### config.mk
export PLATFORM = sky130hd
export DESIGN_NAME = sd_forward_mc
export DESIGN_NICKNAME = d
export VERILOG_FILES = /design/src/rtl/sd_forward_pkg.sv /design/src/rtl/sd_desc_queue.sv /design/src/rtl/sd_forward_mc.sv
export SDC_FILE = /design/constraint.sdc
export NUM_CORES = 1
export LEC_CHECK = 0
export BUFFER_PORTS_ARGS = -buffer_cell sky130_fd_sc_hd__buf_2
export CAP_MARGIN = 20
export CORE_ASPECT_RATIO = 0.9
export CORE_MARGIN = 8
export CORE_UTILIZATION = 25
export DETAILED_ROUTE_END_ITERATION = 8
export PLACE_DENSITY = 0.43
export REMOVE_ABC_BUFFERS = 1
export SLEW_MARGIN = 20
export SYNTH_ARGS = -nofsm -noshare
export SYNTH_HDL_FRONTEND = slang
export SYNTH_SLANG_ARGS = --single-unit
### constraint.sdc
create_clock -name clk_wr -period 4.73 [get_ports clk_wr]
set_input_delay 0.473 -clock clk_wr [delete_from_list [all_inputs] [get_ports clk_wr]]
set_output_delay 0.473 -clock clk_wr [all_outputs]
set_load 0.05 [all_outputs]
### src/rtl/sd_forward_pkg.sv
// Shared types for the multi-channel sideband store-and-forward queue.
// Holds the sideband descriptor layout and the write FSM state encoding.
package sd_forward_pkg;

    localparam int EXP_W    = 6;
    localparam int SYMBOL_W = 4;
    localparam int SLOT_W   = 8;
    localparam int FRAME_W  = 10;
    localparam int SB_WIDTH = FRAME_W + SLOT_W + SYMBOL_W + EXP_W;

    typedef struct packed {
        logic [FRAME_W-1:0]  frame;
        logic [SLOT_W-1:0]   slot;
        logic [SYMBOL_W-1:0] symbol;
        logic [EXP_W-1:0]    exp;
    } sb_t;

    typedef enum logic [1:0] {
        WR_IDLE,
        WR_ACTIVE,
        WR_DISCARD
    } wr_state_t;

endpackage

### src/rtl/sd_desc_queue.sv
// Per-channel descriptor ring: storage, head/tail pointers and used count.
// Look-ahead read port exists only when SD_FORWARD_MC_PRE_EN is defined.
module sd_desc_queue
    import sd_forward_pkg::*;
#(
    parameter int DEPTH     = 5,
    parameter int CNT_WIDTH = 3
) (
    input  logic                 clk_wr,
    input  logic                 rst_n,
    input  logic                 restart,
    input  logic                 wr_en,
    input  sb_t                  wr_data,
    input  logic                 commit,
    input  logic                 pop,
    output sb_t                  head_data,
`ifdef SD_FORWARD_MC_PRE_EN
    output sb_t                  pre_data,
`endif
    output logic [CNT_WIDTH-1:0] used
);

    localparam int PTR_W = $clog2(DEPTH);
    localparam logic [PTR_W-1:0] LAST = PTR_W'(DEPTH - 1);

    sb_t                  mem [DEPTH];
    logic [PTR_W-1:0]     head_q;
    logic [PTR_W-1:0]     tail_q;
    logic [CNT_WIDTH-1:0] used_q;

    function automatic logic [PTR_W-1:0] nxt(input logic [PTR_W-1:0] p);
        return (p == LAST) ? '0 : p + 1'b1;
    endfunction

    // The open descriptor lands in the tail slot; it only becomes
    // visible once commit advances the tail.
    always_ff @(posedge clk_wr) begin
        if (wr_en) mem[tail_q] <= wr_data;
    end

    // Pointer and occupancy bookkeeping; restart empties the ring.
    always_ff @(posedge clk_wr or negedge rst_n) begin
        if (!rst_n) begin
            head_q <= '0;
            tail_q <= '0;
            used_q <= '0;
        end else if (restart) begin
            head_q <= '0;
            tail_q <= '0;
            used_q <= '0;
        end else begin
            if (commit) tail_q <= nxt(tail_q);
            if (pop) head_q <= nxt(head_q);
            if (commit && !pop) begin
                used_q <= used_q + 1'b1;
            end else if (pop && !commit) begin
                used_q <= used_q - 1'b1;
            end
        end
    end

    assign head_data = mem[head_q];
    assign used      = used_q;

`ifdef SD_FORWARD_MC_PRE_EN
    assign pre_data = mem[nxt(head_q)];
`endif

endmodule

### src/rtl/sd_forward_mc.sv
// Multi-channel sideband store-and-forward: write FSM, channel muxes, counters.
// Define SD_FORWARD_MC_PRE_EN to enable the dout_sb_pre look-ahead output.
module sd_forward_mc
    import sd_forward_pkg::*;
#(
    parameter int CHAN_QTY    = 2,
    parameter int CHAN_WIDTH  = 1,
    parameter int DEPTH       = 5,
    parameter int CNT_WIDTH   = 3,
    parameter int FULL_THRES  = 0,
    parameter int EMPTY_THRES = 0
) (
    input  logic                          clk_wr,
    input  logic                          rst_n,
    input  logic                          din_restart,
    input  logic [CHAN_WIDTH-1:0]         din_chan,
    input  logic                          din_sop,
    input  logic                          din_eop,
    input  logic                          din_valid,
    input  sb_t                           din_sb,
    output logic                          din_ready,
    input  logic [CHAN_WIDTH-1:0]         dout_chan,
    input  logic                          dout_ready,
    input  logic                          dout_drop,
    input  logic                          dout_repeat,
    output logic                          dout_valid,
    output sb_t                           dout_sb,
    output sb_t                           dout_sb_pre,
    output logic [CHAN_WIDTH-1:0]         dout_chan_o,
    output logic [31:0]                   overflow_cnt,
    output logic [31:0]                   underflow_cnt,
    output logic [CHAN_QTY*CNT_WIDTH-1:0] bloc_used,
    output logic [CHAN_QTY-1:0]           bloc_full,
    output logic [CHAN_QTY-1:0]           bloc_empty
);

    localparam logic [CNT_WIDTH-1:0] FULL_LVL  = CNT_WIDTH'(DEPTH - FULL_THRES);
    localparam logic [CNT_WIDTH-1:0] EMPTY_LVL = CNT_WIDTH'(EMPTY_THRES);

    wr_state_t             state_q;
    wr_state_t             state_d;
    logic [CHAN_WIDTH-1:0] chan_q;
    logic [CHAN_WIDTH-1:0] chan_d;

    logic [CHAN_QTY-1:0]   wr_sel;
    logic [CHAN_QTY-1:0]   rd_sel;
    logic [CHAN_QTY-1:0]   act_sel;
    logic [CHAN_QTY-1:0]   wr_en;
    logic [CHAN_QTY-1:0]   commit;
    logic [CHAN_QTY-1:0]   pop;

    logic                  wr_room;
    logic                  rd_has;
    logic                  rd_fire;
    logic                  ovf_inc;
    logic                  unf_inc;
    sb_t                   rd_head;

    sb_t                   head_data [CHAN_QTY];
    logic [CNT_WIDTH-1:0]  used      [CHAN_QTY];
`ifdef SD_FORWARD_MC_PRE_EN
    sb_t                   pre_data  [CHAN_QTY];
`endif

    for (genvar c = 0; c < CHAN_QTY; c++) begin : g_chan
        sd_desc_queue #(
            .DEPTH     (DEPTH),
            .CNT_WIDTH (CNT_WIDTH)
        ) u_queue (
            .clk_wr    (clk_wr),
            .rst_n     (rst_n),
            .restart   (din_restart),
            .wr_en     (wr_en[c]),
            .wr_data   (din_sb),
            .commit    (commit[c]),
            .pop       (pop[c]),
            .head_data (head_data[c]),
`ifdef SD_FORWARD_MC_PRE_EN
            .pre_data  (pre_data[c]),
`endif
            .used      (used[c])
        );

        assign bloc_used[c*CNT_WIDTH +: CNT_WIDTH] = used[c];
        assign bloc_full[c]  = used[c] >= FULL_LVL;
        assign bloc_empty[c] = used[c] <= EMPTY_LVL;
    end

    // Decode write/read/open channels; out-of-range selects match nothing,
    // so they read as full on the write side and empty on the read side.
    always_comb begin
        wr_sel  = '0;
        rd_sel  = '0;
        act_sel = '0;
        wr_room = 1'b0;
        rd_has  = 1'b0;
        rd_head = '0;
        for (int c = 0; c < CHAN_QTY; c++) begin
            if (din_chan == CHAN_WIDTH'(c)) begin
                wr_sel[c] = 1'b1;
                wr_room   = used[c] < FULL_LVL;
            end
            if (dout_chan == CHAN_WIDTH'(c)) begin
                rd_sel[c] = 1'b1;
                rd_has    = used[c] != '0;
                rd_head   = head_data[c];
            end
            act_sel[c] = chan_q == CHAN_WIDTH'(c);
        end
    end

    assign din_ready = wr_room;

    // Write FSM: fullness is decided once at SOP, so EOP commits blindly.
    always_comb begin
        state_d = state_q;
        chan_d  = chan_q;
        wr_en   = '0;
        commit  = '0;
        ovf_inc = 1'b0;
        if (din_valid) begin
            unique case (1'b1)
                din_sop: begin
                    if (wr_room) begin
                        wr_en   = wr_sel;
                        chan_d  = din_chan;
                        commit  = din_eop ? wr_sel : '0;
                        state_d = din_eop ? WR_IDLE : WR_ACTIVE;
                    end else begin
                        ovf_inc = din_eop;
                        state_d = din_eop ? WR_IDLE : WR_DISCARD;
                    end
                end
                (!din_sop && din_eop): begin
                    unique case (state_q)
                        WR_ACTIVE: begin
                            commit  = act_sel;
                            state_d = WR_IDLE;
                        end
                        WR_DISCARD: begin
                            ovf_inc = 1'b1;
                            state_d = WR_IDLE;
                        end
                        default: state_d = WR_IDLE;
                    endcase
                end
                default: ;
            endcase
        end
        if (din_restart) begin
            state_d = WR_IDLE;
            wr_en   = '0;
            commit  = '0;
            ovf_inc = 1'b0;
        end
    end

    // Read side: drop beats read, repeat reads without consuming.
    always_comb begin
        pop     = '0;
        rd_fire = 1'b0;
        unf_inc = 1'b0;
        if (dout_drop && rd_has) begin
            pop = rd_sel;
        end else if (dout_ready && rd_has) begin
            rd_fire = 1'b1;
            pop     = dout_repeat ? '0 : rd_sel;
        end
        if (dout_ready && !rd_has) unf_inc = 1'b1;
        if (din_restart) begin
            pop     = '0;
            rd_fire = 1'b0;
            unf_inc = 1'b0;
        end
    end

    // Write FSM state and the channel of the open packet.
    always_ff @(posedge clk_wr or negedge rst_n) begin
        if (!rst_n) begin
            state_q <= WR_IDLE;
            chan_q  <= '0;
        end else begin
            state_q <= state_d;
            chan_q  <= chan_d;
        end
    end

    // Registered read data; descriptor holds while no read fires.
    always_ff @(posedge clk_wr or negedge rst_n) begin
        if (!rst_n) begin
            dout_valid  <= 1'b0;
            dout_sb     <= '0;
            dout_chan_o <= '0;
        end else begin
            dout_valid <= rd_fire;
            if (rd_fire) begin
                dout_sb     <= rd_head;
                dout_chan_o <= dout_chan;
            end
        end
    end

    // Wrapping event counters; restart leaves them alone.
    always_ff @(posedge clk_wr or negedge rst_n) begin
        if (!rst_n) begin
            overflow_cnt  <= '0;
            underflow_cnt <= '0;
        end else begin
            if (ovf_inc) overflow_cnt <= overflow_cnt + 32'd1;
            if (unf_inc) underflow_cnt <= underflow_cnt + 32'd1;
        end
    end

`ifdef SD_FORWARD_MC_PRE_EN
    // Look-ahead mux: entry after the head of the selected read channel.
    always_comb begin
        dout_sb_pre = '0;
        for (int c = 0; c < CHAN_QTY; c++) begin
            if (dout_chan == CHAN_WIDTH'(c)) dout_sb_pre = pre_data[c];
        end
    end
`else
    assign dout_sb_pre = '0;
`endif

endmodule

# Yosys cells after proc, flatten, opt, wreduce, memory -nomap -nowiden
# Memory sizes are Yosys's and may differ from the RTL's.
# Cells that the tools add are included.
dict set report totals {
  regBits 115
  mem_bits_rw 280
  output_inout_bits 133
  memories 2
  elab_cells 126
  inputBits 39
}
dict set report op_classes {
  n_reduce_logical 26
  n_bitwise 1
  order_cmp 6
  n_addsub 10
  n_eq_ne 6
  muxes 59
}
# name words word_bits rd rd_clocked_by_memory_dff write_ports line_no
set memory_table {}
lappend memory_table {{g_chan[0].u_queue.mem} 5 28 1 0 1 sd_desc_queue.sv:26} ;# sb_t mem [DEPTH];
lappend memory_table {{g_chan[1].u_queue.mem} 5 28 1 0 1 sd_desc_queue.sv:26}
# cell n
set ops {}
lappend ops {{32-bit by 1-bit adder with 32-bit output (second input constant)} 2}
lappend ops {{3-bit 2-to-1 mux} 18}
lappend ops {{2-bit 2-to-1 mux} 17}
lappend ops {{28-bit 2-to-1 mux} 1}
lappend ops {{1-bit 2-to-1 mux} 20}
lappend ops {{3-bit by 1-bit adder with 3-bit output (second input constant)} 6}
lappend ops {{3-bit nonzero test} 5}
lappend ops {{3-bit equality test (second input constant)} 4}
lappend ops {{2-bit nonzero test} 5}
lappend ops {{1-bit logical AND} 8}
lappend ops {{2-bit one-hot mux with 2 select lines} 2}
lappend ops {{3-bit greater-or-equal comparator (second input constant)} 2}
lappend ops {{3-bit by 1-bit <= comparator with 1-bit output (second input constant)} 2}
lappend ops {{1-bit logical NOT} 6}
lappend ops {{3-bit < comparator (second input constant)} 2}
lappend ops {{3-bit by 1-bit subtractor with 3-bit output (second input constant)} 2}
lappend ops {{3-bit AND reduction} 1}
lappend ops {{2-bit by 1-bit equality test with 1-bit output (second input constant)} 1}
lappend ops {{2-bit equality test (second input constant)} 1}
lappend ops {{1-bit one-hot mux with 2 select lines} 1}
lappend ops {{2-bit AND reduction} 1}
lappend ops {{1-bit NOT} 1}

# Longest topological paths before layout
dict set report depth {
  depth_word 11
  mapped_depth 10
  mapped_depth_nobuf 8
}

# Hierarchy
# A second synthesis with hierarchy kept.
dict set report unflattened {
  hier_cells 1204
  area_unflattened_um2 17256.6
}
# mod area_per_inst_um2 n_inst cells_per_inst seq_area_each_um2
set by_module_without_submodules {}
lappend by_module_without_submodules {{sd_desc_queue at g_chan[0].u_queue} 6202.2 1 362 4429.2}
lappend by_module_without_submodules {{sd_desc_queue at g_chan[1].u_queue} 6182.2 1 364 4429.2}
lappend by_module_without_submodules {sd_forward_mc 4872.2 1 478 2427.3}

# Worst setup path after synthesis
# OpenSTA, ideal clock, no wires.
dict set report synth_timing {
  path_type {register -> register}
  startpoint {register g_chan[0].u_queue.used_q[0]}
  endpoint {memory g_chan[0].u_queue.mem[4][0] in the netlist's numbering, enable pin}
  t_required_ps 4236
  setup_slack_ps -617
  period_less_slack_ps 5347
  t_arrival_ps 4854
  path_stages_with_launch 5
  setup_ps 494
  n_path_buf 0
  cell_sequence {dfrtp_1 > o21ai_0 > inv_1 > or4_1 > nor4b_1}
}
dict set report synth_via {
  elab_chain_cells 8
}
# item line_no
set synth_lines {}
lappend synth_lines {{from (decl)} sd_desc_queue.sv:29} ;# logic [CNT_WIDTH-1:0] used_q;
lappend synth_lines {{from (signal assigned)} sd_desc_queue.sv:55} ;# used_q <= used_q + 1'b1;
lappend synth_lines {{from (signal assigned)} sd_desc_queue.sv:57} ;# used_q <= used_q - 1'b1;
lappend synth_lines {{3-bit < comparator} sd_forward_mc.sv:101} ;# wr_room = used[c] < FULL_LVL;
lappend synth_lines {{1-bit 2-to-1 mux} sd_forward_mc.sv:99} ;# if (din_chan == CHAN_WIDTH'(c)) begin
lappend synth_lines {{2-bit 2-to-1 mux} sd_forward_mc.sv:124} ;# if (wr_room) begin
lappend synth_lines {{2-bit 2-to-1 mux} sd_forward_mc.sv:122} ;# unique case (1'b1)
lappend synth_lines {{2-bit 2-to-1 mux} sd_forward_mc.sv:121} ;# if (din_valid) begin
lappend synth_lines {{2-bit 2-to-1 mux} sd_forward_mc.sv:150} ;# if (din_restart) begin
lappend synth_lines {{1-bit 2-to-1 mux} sd_desc_queue.sv:38} ;# if (wr_en) mem[tail_q] <= wr_data;
lappend synth_lines {{1-bit 2-to-1 mux (not written as such)} sd_desc_queue.sv:38}
lappend synth_lines {{to (decl)} sd_desc_queue.sv:26}
# No other way between the ends.

# Worst setup path after layout
dict set report layout_timing {
  startpoint {register g_chan[0].u_queue.used_q[1]}
  endpoint {memory g_chan[0].u_queue.mem[4][27] in the netlist's numbering, enable pin}
}
# The elaborated chain is that of the path after synthesis.

==> parameters.txt <==
Parameter                              Value

Global routing
  Wire length of the first global-routing pass    between 60 and 70 mm
  Tot GR Track Use    10.79%
  Number of global-route vias before repair    9540
  Initial antenna violation count    4
  Total grt overflow    0
  Largest net degree at the start of global routing    89

Place
  Post-Place Cells    slightly above 2k
  Global placer's final weighted congestion    0.7744
  Number of port buffers    143
  Post-DP HPWL    24.96 mm
  Worst-case setup slack after placement    1.824 ns

Route
  DRC    0
  Routed wirelength normalized by instance count    ~19 um
  DRT iter0 DRCs    about 560
  Detail-routed via count per cell    ~4.4
  Routed via count    a little over 9k
  Number of iterations in the first detailed-routing pass    5
  Total length of routed wires    between 40 and 50 mm
  Post-route antenna net violation count    0

Synth
  Synthesized flop and latch total    ~400
  Netlist area before placement    16160 sq um
  Share of flip-flops with an asynchronous set or reset after synthesis    between 20% and 30%
  Number of enable-type register cells in the synthesized netlist    280
  Mean instance size in the synthesized netlist    approximately 15 sq um
  Syn Inst Count    1090
  Warnings, synthesis    0
  Distinct cell type count of the synthesized netlist    58
  Most used flip-flop cell after synthesis    sky130_fd_sc_hd__edfxtp_1
  Sequential area share after synthesis    between 60% and 70%

Power and ir drop
  Power consumption    8.899 mW
  Reported leakage power    between 7 and 8 nW
  P per Cell Area    around 460 nW/um^2
  Max VDD drop    about 0.21 mV

Clock tree
  CTS max path bufs    3
  Clock slew seen by the registers of the worst setup and hold paths    0.06 ns
  Total clock buffers created by CTS    46
  Clk sinks    395
  Post_cts resized    0
  Clock Root Buffer    sky130_fd_sc_hd__clkbuf_16
  Number of H-tree levels    2
  Post-CTS setup repair buffer count    0
  TritonCTS clock tree    done
  Later-pin clock latency in the skew report    around 0.59 ns

Critical path
  Type of origin of the critical path    register
  Worst path required time    between 4 and 5 ns
  Delay contributed by the slowest stage of the critical path    between 0.6 and 0.7 ns
  Worst path arrival time    a little over 3 ns
  Endpoint kind of the worst setup timing path    register
  CP Cell Sequence    o21ai_0 > inv_1 > or4_1 > nor4b_2 > buf_4
  Max FO, Critical Path    28
  Worst Path Buf+Inv    2
  Worst Path Class, Setup    register to register
  Highest-delay cell along the critical path    sky130_fd_sc_hd__or4_1
  Kind of cell adding the most delay to the critical path    simple AND/OR/NAND/NOR gates

STA
  Count of endpoints failing setup in the final report    0
  Max transition margin    about 29%
  Final-report max-slew violation count    0
  Min setup slack post-route    between 1.5 and 2 ns
  Final period utilization    60.19%
  Final setup skew    between 0.02 and 0.025 ns
  Final count of hold timing violations    0
  Final worst path period need    between 2 and 3 ns
  Measured slew at the worst slew-check pin    about 1.1 ns
  Max frequency    around 350 MHz
  Unrepaired setup endpoints after global routing    no

Floorplan
  Area of the die    73030 sq um
  Count of pins on the block boundary    roughly 170
  Starting Density    approximately a quarter
  DIE HEIGHT    ~260 um
  Core Rows    88
  Die span in x    about 280 um
  Core region area    about 64000 sq um

Cells and area
  Share of cells above drive strength 1    about a fifth
  Fill cell total of the finished layout    approximately 6.4k
  Number of non-filler instances in the completed layout    approximately 2.1k
  Sequential cell area in the final layout    between 10000 and 15000 sq um
  Nets    1298
  Area growth syn-to-layout    19.79%
  Post-layout utilization of the core    30.26%
  Area occupied by multi-input gates    about 4500 sq um

Status
  Result of the run    complete, no violations

Worst hold path
  Worst min path class    input pin to register

Run
  Number of max-cap violations    0
[path summary, 6_finish.rpt]
check	slack, ns	cells after the start	to	start
min in group asynchronous	0.55	2	overflow_cnt[7]	rst_n
max	1.88	5	g_chan[0].u_queue.mem[4][27]	g_chan[0].u_queue.used[1]
max in group asynchronous	3.12	3	g_chan[0].u_queue.head_q[0]	rst_n
max reg2reg	1.88	5	g_chan[0].u_queue.mem[4][27]	g_chan[0].u_queue.used[1]
min reg2reg	0.47	1	dout_sb[21]	dout_sb[21]
min	0.19	1	g_chan[1].u_queue.mem[4][9]	din_sb[9]
[flip-flops by register name, summed over array words and instances, names as in the netlist]
| signal | count |
|---|---|
| underflow_cnt | 32 |
| state_q | 2 |
| g_chan.u_queue.used | 6 |
| dout_chan_o | 1 |
| g_chan.u_queue.head_q | 6 |
| dout_sb | 28 |
| overflow_cnt | 32 |
| g_chan.u_queue.tail_q | 6 |
| chan_q | 1 |
| g_chan.u_queue.mem | 280 |
| dout_valid | 1 |
[cell usage after synthesis, types with 7 or more instances]
cell / number / area [sq um]
sky130_fd_sc_hd__clkbuf_1: 32 / 120.1
sky130_fd_sc_hd__and3_1: 10 / 62.56
sky130_fd_sc_hd__xor2_1: 19 / 166.4
sky130_fd_sc_hd__a211oi_1: 58 / 435.4
sky130_fd_sc_hd__a21oi_1: 38 / 190.2
sky130_fd_sc_hd__nor3_1: 13 / 65.06
sky130_fd_sc_hd__edfxtp_1: 280 / 8408
sky130_fd_sc_hd__buf_1: 8 / 30.03
sky130_fd_sc_hd__nor4_1: 8 / 50.05
sky130_fd_sc_hd__o22ai_1: 57 / 356.6
sky130_fd_sc_hd__a21o_1: 29 / 217.7
sky130_fd_sc_hd__mux2i_1: 118 / 1181
sky130_fd_sc_hd__ha_1: 10 / 125.1
sky130_fd_sc_hd__xnor2_1: 46 / 402.9
sky130_fd_sc_hd__nand2_1: 38 / 142.6
sky130_fd_sc_hd__o21ai_0: 7 / 35.03
sky130_fd_sc_hd__dfrtp_1: 115 / 2878
sky130_fd_sc_hd__nand3_1: 18 / 90.09
sky130_fd_sc_hd__nor2_1: 39 / 146.4
sky130_fd_sc_hd__nand4_1: 22 / 137.6
sky130_fd_sc_hd__buf_2: 13 / 65.06
sky130_fd_sc_hd__buf_4: 28 / 210.2
sky130_fd_sc_hd__inv_1: 20 / 75.07
[power breakdown]
part / switching (mW) / leakage (nW) / internal, mW
registers: 0.178 / 4.06 / 3.89
logic: 1.03 / 2.35 / 0.352
clock network: 1.46 / 0.727 / 1.99
total: 2.67 / 7.14 / 6.23
[through the flow]
stage	hold slack (ns)	setup TNS (ns)	instance area [sq um]
6_report	0.1938	0	19360
5_1_grt	0.1813	0	19360
4_1_cts	0.1532	0	19300
3_5_place_dp	0.4611	0	17820
3_3_place_gp	0.4579	0	17820
2_1_floorplan	0.1774	-53.77	15830
[final cells by class]
class	count	share of cell area (%)
clock inverter	29	1.383
sequential	395	58.34
clock buffer	57	6.212
multi-input combinational	621	23.41
antenna	1	0.01293
timing repair buffer	163	4.725
inverter	20	0.3878
tap	855	5.527
[repair_timing]
action | in CTS | in global routing
hold buffers | 1 | 0
endpoints found under the hold margin | 4 | 0
setup endpoints to repair | 0 | 0
[metal layers]
metal,up-vias,GRT usage (%),part of all wire (%)
met3,67,2.555,4.2
li1,4418,-,-
met1,4696,14.07,45
met5,-,0,0.090
met4,6,2.850,2.1
met2,155,17.90,48
[kinds of logic (layout without fill, tap and decap cells)]
group           Yosys count  count (layout)  share of synthesized area (%)
flops                   395             395                          69.85
fa+ha+maj                12              12                          1.022
simple gates            191             191                          6.505
xor+xnor                 65              65                          3.523
buf+inv                 101             269                          3.097
compound gates          205             205                          8.533
mux                     120             120                          7.449
other cells               1              29                        0.02321
[placed cells by master, fill, tap and decap left out, types with 19 or more instances in the layout]
cell type	n
sky130_fd_sc_hd__clkbuf_16	46
sky130_fd_sc_hd__xor2_1	19
sky130_fd_sc_hd__nor2_1	37
sky130_fd_sc_hd__mux2i_1	118
sky130_fd_sc_hd__a21oi_1	38
sky130_fd_sc_hd__inv_1	20
sky130_fd_sc_hd__edfxtp_1	280
sky130_fd_sc_hd__nand2_1	37
sky130_fd_sc_hd__nand4_1	22
sky130_fd_sc_hd__dfrtp_1	113
sky130_fd_sc_hd__buf_2	142
sky130_fd_sc_hd__o22ai_1	57
sky130_fd_sc_hd__a21o_1	29
sky130_fd_sc_hd__a211oi_1	58
sky130_fd_sc_hd__xnor2_1	46
sky130_fd_sc_hd__conb_1	28
Power figures use the tool's default switching activity.
